==> src/rtl/div_ctrl.sv <==
// Multi-cycle restoring divider control for the EX stage: one quotient bit per cycle.
// Signed DIV support is compiled in only when DIV_SIGNED_EN is defined.
module div_ctrl (
    input  logic        clk,
    input  logic        rst,
    input  logic        start_i,
    input  logic        annul_i,
    input  logic        signed_div_i,
    input  logic [31:0] opdata1_i,
    input  logic [31:0] opdata2_i,
    output logic [63:0] result_o,
    output logic        ready_o,
    output logic        stall_o
);

    typedef enum logic [1:0] {
        S_IDLE,
        S_BYZERO,
        S_ON,
        S_END
    } state_t;

    state_t      state, state_next;
    logic [4:0]  cnt;
    logic [31:0] divisor;
    logic [63:0] work;          // {partial remainder, dividend bits / quotient bits}
    logic [32:0] diff;
    logic [63:0] work_next;
    logic        go;
    logic [31:0] mag1, mag2;
    logic [31:0] final_q, final_r;

    assign go = start_i & ~annul_i;

`ifdef DIV_SIGNED_EN
    logic neg_q, neg_r;

    always_comb begin
        mag1    = (signed_div_i & opdata1_i[31]) ? (~opdata1_i + 32'd1) : opdata1_i;
        mag2    = (signed_div_i & opdata2_i[31]) ? (~opdata2_i + 32'd1) : opdata2_i;
        final_q = neg_q ? (~work_next[31:0] + 32'd1) : work_next[31:0];
        final_r = neg_r ? (~work_next[63:32] + 32'd1) : work_next[63:32];
    end
`else
    logic unused_signed;
    assign unused_signed = signed_div_i;

    always_comb begin
        mag1    = opdata1_i;
        mag2    = opdata2_i;
        final_q = work_next[31:0];
        final_r = work_next[63:32];
    end
`endif

    // Trial subtraction on the top 33 bits; quotient bits shift in as dividend bits shift out.
    always_comb begin
        diff = work[63:31] - {1'b0, divisor};
        if (diff[32])
            work_next = {work[62:0], 1'b0};
        else
            work_next = {diff[31:0], work[30:0], 1'b1};
    end

    always_ff @(posedge clk) begin
        if (rst)
            state <= S_IDLE;
        else
            state <= state_next;
    end

    always_comb begin
        state_next = state;
        stall_o    = 1'b0;
        case (state)
            S_IDLE: begin
                if (go) begin
                    stall_o    = 1'b1;
                    state_next = (opdata2_i == 32'd0) ? S_BYZERO : S_ON;
                end
            end
            S_BYZERO: begin
                stall_o    = 1'b1;
                state_next = go ? S_END : S_IDLE;
            end
            S_ON: begin
                stall_o = 1'b1;
                if (!go)
                    state_next = S_IDLE;
                else if (cnt == 5'd31)
                    state_next = S_END;
            end
            S_END: begin
                if (!go)
                    state_next = S_IDLE;
            end
            default: state_next = S_IDLE;
        endcase
        if (rst)
            stall_o = 1'b0;
    end

    always_ff @(posedge clk) begin
        if (rst) begin
            cnt      <= '0;
            divisor  <= '0;
            work     <= '0;
            result_o <= '0;
            ready_o  <= 1'b0;
`ifdef DIV_SIGNED_EN
            neg_q    <= 1'b0;
            neg_r    <= 1'b0;
`endif
        end else begin
            ready_o <= (state_next == S_END);
            case (state)
                S_IDLE: begin
                    if (go) begin
                        divisor <= mag2;
                        work    <= {32'd0, mag1};
                        cnt     <= '0;
`ifdef DIV_SIGNED_EN
                        neg_q   <= signed_div_i & (opdata1_i[31] ^ opdata2_i[31]);
                        neg_r   <= signed_div_i & opdata1_i[31];
`endif
                    end
                end
                S_ON: begin
                    work <= work_next;
                    cnt  <= cnt + 5'd1;
                end
                default: ;
            endcase
            // Result is only loaded on entry to END and held while in END; zero elsewhere.
            if (state_next != S_END || state == S_BYZERO)
                result_o <= '0;
            else if (state == S_ON)
                result_o <= {final_r, final_q};
        end
    end

endmodule

==> config.mk <==
export PLATFORM = sky130hd
export DESIGN_NAME = div_ctrl
export DESIGN_NICKNAME = d
export VERILOG_FILES = /design/src/rtl/div_ctrl.sv
export SDC_FILE = /design/constraint.sdc
export NUM_CORES = 1
export LEC_CHECK = 0
export CORE_UTILIZATION = 40
export CTS_BUF_LIST = sky130_fd_sc_hd__clkbuf_16
export CTS_CLUSTER_SIZE = 12
export DETAILED_ROUTE_END_ITERATION = 16
export DONT_BUFFER_PORTS = 1
export PLACE_DENSITY_LB_ADDON = 0.25
export SYNTH_ARGS = -nofsm -noshare
export SYNTH_HDL_FRONTEND = slang
export SYNTH_SLANG_ARGS = --single-unit
==> constraint.sdc <==
create_clock -name clk -period 3.9 [get_ports clk]
set_input_delay 0.78 -clock clk [delete_from_list [all_inputs] [get_ports clk]]
set_output_delay 0.78 -clock clk [all_outputs]
set_load 0.02 [all_outputs]
==> results of run 1 <==
report_power, final:
group	internal (uW)	total, uW	switching [uW]
Sequential	1800	1860	64.2
Clock	971	1740	766
Combinational	506	1300	791
logic make-up (layout without fill, tap and decap cells):
logic type	Yosys count	in the layout	synth area share, %
AND/OR/NAND/NOR	350	350	17.6
AO/OA/AOI/OAI	272	272	20.0
flip-flops	168	168	38.8
buffers and inverters	110	90	5.28
multiplexers	87	87	10.1
adder cells (fa/ha/maj)	40	40	5.86
XOR/XNOR	24	24	2.42
final timing paths:
path,cells after the start,to,start,slack (ns)
hold reg to reg,2,divisor[6],divisor[6],0.45
hold / removal,1,divisor[28],rst,0.40
setup / recovery,14,result_o[54],work[31],0.53
setup reg to reg,14,result_o[54],work[31],0.53
layout by cell type (no fill, tap or decap), types with 12 or more instances in the layout:
master     instances
buf_4             12
ha_1              38
o21ai_0           53
nor3_1            15
dfxtp_1          168
nand3_1           18
nand2_1          138
a211oi_1          60
a21oi_1           89
xnor2_1           16
nor2_1           124
inv_1             45
clkbuf_16         17
nand4_1           13
mux2i_1           86
registers in the layout, summed over array words and instances (netlist names):
name,cells
result_o,64
work,64
divisor,32
cnt,5
ready_o,1
state,2
area by class of cell:
cell class / count / area share, %
Clock buffer: 17 / 4.48
Clock inverter: 15 / 1.91
Tap cell: 275 / 3.63
Inverter: 44 / 1.74
Multi-Input combinational cell: 773 / 51.4
Sequential cell: 168 / 35.4
Timing Repair Buffer: 14 / 1.37
metal layers:
layer | vias to the layer above | share of wire, %
met5 | - | 0
met4 | 0 | 1.1
met3 | 11 | 6.0
met2 | 191 | 44
met1 | 3328 | 49
li1 | 3668 | -
stage by stage:
step	total power [uW]	utilization, %
3_3_place_gp	3180	42.0
6_report	4890	44.9
5_1_grt	5150	44.9
2_1_floorplan	2910	-
3_5_place_dp	3190	42.0
4_1_cts	4930	44.9
==> summary.txt, run 1 <==
Detailed routing
  • DRC viols: 0
  • Vias: 7,198
  • Post-Route WL: 22.5 mm
  • Antenna Nets Post-Route: 0
  • Via/cell ratio: 5.51
  • Routed WL per cell: 17.2 um
  • First DRT Iteration DRCs: 480
  • Detailed Routing Iterations Pass 1: 5

Cells and area
  • Multi-input logic area: 0.00488 sq mm
  • # fillers: 2,079
  • Register Area: 0.00336 sq mm
  • Fin area: 0.00949 sq mm
  • P&R area growth vs syn: 9.39%
  • Post-route insts no fill: 1,306
  • Layout cells sized above 1: 5.82%
  • Nets: 1,127
  • Antenna cell count: 0

STA
  • Fin crit share: 86.4%
  • Clock Skew: 0.0130 ns
  • Worst slew pin tran: 0.960 ns
  • Final Critical Period: 3.37 ns
  • Final setup viols: 0
  • Setup ws final: 0.532 ns
  • Max Slew Vio Count: 0
  • Final Hold Slack: 0.405 ns
  • RSZ-0062 raised after global routing: false
  • Slew margin rel.: 36.0%
  • Max Freq: 297 MHz
  • Final hold violations: 0
  • Final setup TNS: 0 ns

Global route
  • First-pass GRT wire length: 35.8 mm
  • GR Layer Usage met1: 29.5%
  • Initial antenna violation count: 0
  • Largest net degree at the start of global routing: 82
  • GRT Max-Usage Layer: met2
  • Vias in the first global route: 6,738
  • GRT Overall Usage: 20.7%
  • Total gr overflow: 0
  • M3 GR Usage: 4.71%
  • Met2 usage: 30.8%

Job
  • Max-cap violations: 0

Clocking
  • CTS Buffer Depth: 2
  • # resized after CTS: 0
  • Total CTS buffers: 17
  • Setup Buffers After CTS: 0
  • Root buffer cell: clkbuf_16
  • CTS tree: built
  • CTS hold repair buffers: 0
  • Worst-path clk slew: 0.07 ns
  • CTS H-tree lvls: 4
  • Sink Count: 168
  • Clock latency on the worst-skew pair: 0.44 ns

Worst setup path
  • Buffers & Inverters on Critical Path: 4
  • Startpoint Class: flop
  • Critical Path, Cell by Cell: inv_1 -> ha_1 -> inv_1 -> fa_1 -> a21o_1 -> a221o_2 -> a21oi_4 -> a211oi_2 -> mux2i_2 -> buf_4 -> nor2_8 -> buf_4 -> mux2i_1 -> a211oi_1
  • Critical-path maximum fanout: 23
  • Largest stage delay on the critical path: 0.42 ns
  • CP delay by family, top: compound AO/OA/AOI/OAI gates
  • CP max stage cell: a221o_2
  • Setup CP Type: reg -> reg
  • Data required, critical path: 4.17 ns
  • Critical path data arrival time: 3.64 ns
  • Crit end category: flop

Synthesis
  • Syn Area/Cell: 8.25 sq um
  • Flops & latches, synth: 168
  • Cell with the most instances after synthesis: dfxtp_1
  • Post-synth EDFFs: 0
  • Synth top area cells: dfxtp_1, mux2i_1, nand2_1, ha_1, nor2_1
  • Yosys cell types: 64
  • Ys flop type: dfxtp_1
  • Synth Cell Area: 0.00868 sq mm
  • Post-synthesis sequential area ratio: 38.8%
  • Syn Nets: 1,160
  • Synth Warn #: 0
  • Mapped Cells: 1,051
  • Synth top area share: 38.8%
  • Most frequent cells after synthesis: dfxtp_1, nand2_1, nor2_1, a21oi_1, mux2i_1
  • Post-synth top area cell: dfxtp_1
  • Post-synth ARST share: 0%

Placement
  • Placed cells: 1,274
  • Buffers added on ports: 0
  • DP Area: 0.00888 sq mm
  • HPWL Detailed: 16.2 mm
  • Pre-CTS WS: 0.553 ns
  • GP Congestion: 0.903

Floorplan
  • Die area: 0.0223 sq mm
  • Die height: 149 um
  • Rows: 53
  • Top Ports: 135
  • Starting Density: 41.0%
  • Die X: 149 um
  • CORE AREA: 0.0212 sq mm

Pwr
  • Leak: 0.00334 uW
  • PwrDens: 516 mW/mm^2
  • VDD IR max: 0.000337 V

Run status
  • Status: finished clean

Min path
  • Min-Delay Path Class: in -> reg
(Power assumes the default switching activity.)
==> inputs of run 2 (changes only) <==
clock period = 4 ns   (was 3.9 ns; I/O delays follow)
==> run 2 against run 1 <==
Die area did not move; maximum frequency is 3.6% lower; non-clock buffer count rose by 2; sequential share of layout area fell by 0.098 points; combinational power about the same; core utilization up 0.12 points; sequential cell count is the same; design area increased by 0.28%; clock power shrank 3%.
==> summary.txt, run 2 (synthesis results as in run 1) <==
Clocking
  • CTS Buffer Depth: 2
  • Worst-path clk slew: 0.08 ns
  • CTS hold repair buffers: 0
  • # resized after CTS: 0
  • CTS tree: built
  • Setup Buffers After CTS: 0
  • Total CTS buffers: 17
  • Sink Count: 168
  • Root buffer cell: clkbuf_16
  • CTS H-tree lvls: 4
  • Clock latency on the worst-skew pair: 0.44 ns

Placement
  • Buffers added on ports: 0
  • Placed cells: 1,276
  • GP Congestion: 0.900
  • HPWL Detailed: 16.6 mm
  • Pre-CTS WS: 0.560 ns

Detailed routing
  • Antenna Nets Post-Route: 0
  • DRC viols: 0
  • Detailed Routing Iterations Pass 1: 5
  • Routed WL per cell: 17.3 um
  • First DRT Iteration DRCs: 453
  • Post-Route WL: 22.7 mm
  • Vias: 7,213
  • Via/cell ratio: 5.51

STA
  • Max Freq: 286 MHz
  • Worst slew pin tran: 1.17 ns
  • Final setup TNS: 0 ns
  • Fin crit share: 87.3%
  • Clock Skew: 0.0187 ns
  • Setup ws final: 0.507 ns
  • Slew margin rel.: 21.9%
  • Final hold violations: 0
  • RSZ-0062 raised after global routing: false
  • Final Critical Period: 3.49 ns
  • Final setup viols: 0
  • Max Slew Vio Count: 0

Global route
  • Largest net degree at the start of global routing: 82
  • Total gr overflow: 0
  • GRT Overall Usage: 20.8%
  • First-pass GRT wire length: 36.2 mm
  • Vias in the first global route: 6,763
  • Initial antenna violation count: 0

Cells and area
  • Register Area: 0.00336 sq mm
  • Most common cell after layout, fill and taps aside: dfxtp_1
  • P&R area growth vs syn: 9.69%
  • Highest-count cells in the layout ignoring fill and taps: dfxtp_1, nand2_1, nor2_1
  • Post-route insts no fill: 1,308
  • Top Registers: result_o: 64 flops, work: 64 flops, divisor: 32 flops
  • Layout cells sized above 1: 6.10%
  • Nets: 1,129
  • Multi-input logic area: 0.00488 sq mm
  • Antenna cell count: 0
  • # fillers: 2,090
  • Util after Layout: 45.0%

Worst setup path
  • Setup CP Type: reg -> reg
  • Startpoint Class: flop
  • Worst r2r src: work[31]
  • Data required, critical path: 4.34 ns
  • R2r endpoint: result_o[55]
  • Crit end category: flop
  • Critical path data arrival time: 3.83 ns
  • Critical-path maximum fanout: 10
  • Reg2reg setup slack: 0.51 ns
  • Cell depth of the worst flop-to-flop path: 13

Pwr
  • Reg power frac: 38.1%
  • Net Sw Power: 1660 uW
  • Leak: 0.00334 uW
  • VDD IR max: 0.000317 V
  • Comb power frac: 26.6%
  • PwrDens: 500 mW/mm^2
  • Final Power: 4760 uW
  • Part of the power in the clock network: 35.2%
  • Switching share of power: 34.8%
  • Int Pwr: 3100 uW

Floorplan
  • Top Ports: 135
  • CORE AREA: 0.0212 sq mm
  • Starting Density: 41.0%
  • Rows: 53
  • Die height: 149 um
  • Die area: 0.0223 sq mm
  • Die X: 149 um

Job
  • Max-cap violations: 0

Run status
  • Status: finished clean

Min path
  • Min-Delay Path Class: in -> reg
  • Hold Path Cell Cnt: 1
  • Hold Path End: work[6]
  • Hold path startpoint: rst
## run 2: cell types whose count changed in the layout (fill, tap and decap cells not counted), moves of 2 or more
cell | before | now
buf_4 | 12 | 14
bufinv_16 | 2 | 0
inv_6 | 4 | 1
clkinv_8 | 1 | 5
inv_12 | 0 | 2
## run 2: how the worst max path moves through the flow
stage,from,to,slack (ns),depth (start not counted)
finish,work[31],result_o[55],0.51,13
global route,work[31],result_o[46],0.31,13
CTS,divisor[13],result_o[54],0.49,11
detailed placement,divisor[13],result_o[54],0.56,11
global placement,work[31],result_o[63],0.57,13
floorplan,work[31],work[51],1.13,14
## run 2: layer usage
layer  track usage, %  up-vias  part of all wire (%)
li1                 -     3668                     -
met1             29.1     3342                    48
met2             32.0      183                    45
met3             4.40       20                   6.1
met4             6.28        0                   1.4
met5                0        -                     0
## run 2: stage by stage
| step | area [sq um] | hold slack, ns |
|---|---|---|
| after floorplan | 8680 | 0.436 |
| after global placement | 8900 | 0.436 |
| after detailed placement | 8900 | 0.442 |
| after CTS | 9520 | 0.408 |
| after global routing | 9520 | 0.404 |
| final | 9520 | 0.416 |
## run 2: power groups by stage
stage | registers (uW) | clock network (uW) | logic [uW]
floorplan | 1830 | 0 | 1010
global placement | 1850 | 0 | 1250
detailed placement | 1850 | 0 | 1260
CTS | 1810 | 1720 | 1270
global route | 1820 | 1780 | 1400
finish | 1810 | 1680 | 1270
## run 2: worst max-delay path, cell delays in order, from the launching register on
cell and delay (ns):
dfxtp_1 0.35, inv_1 0.07, ha_1 0.15, inv_1 0.05, fa_1 0.40, a21o_1 0.19
a221o_2 0.43, a21oi_4 0.19, a211oi_2 0.12, mux2i_2 0.53, or2_1 0.41, buf_12 0.18
nand2_1 0.05, a311oi_1 0.26
## run 2: final cells by class
type                            instances  area share [%]
Multi-Input combinational cell        773            51.3
Sequential cell                       168            35.3
Clock buffer                           17            4.47
Tap cell                              275            3.62
Clock inverter                         15            2.02
Inverter                               44            1.74
Timing Repair Buffer                   16            1.53
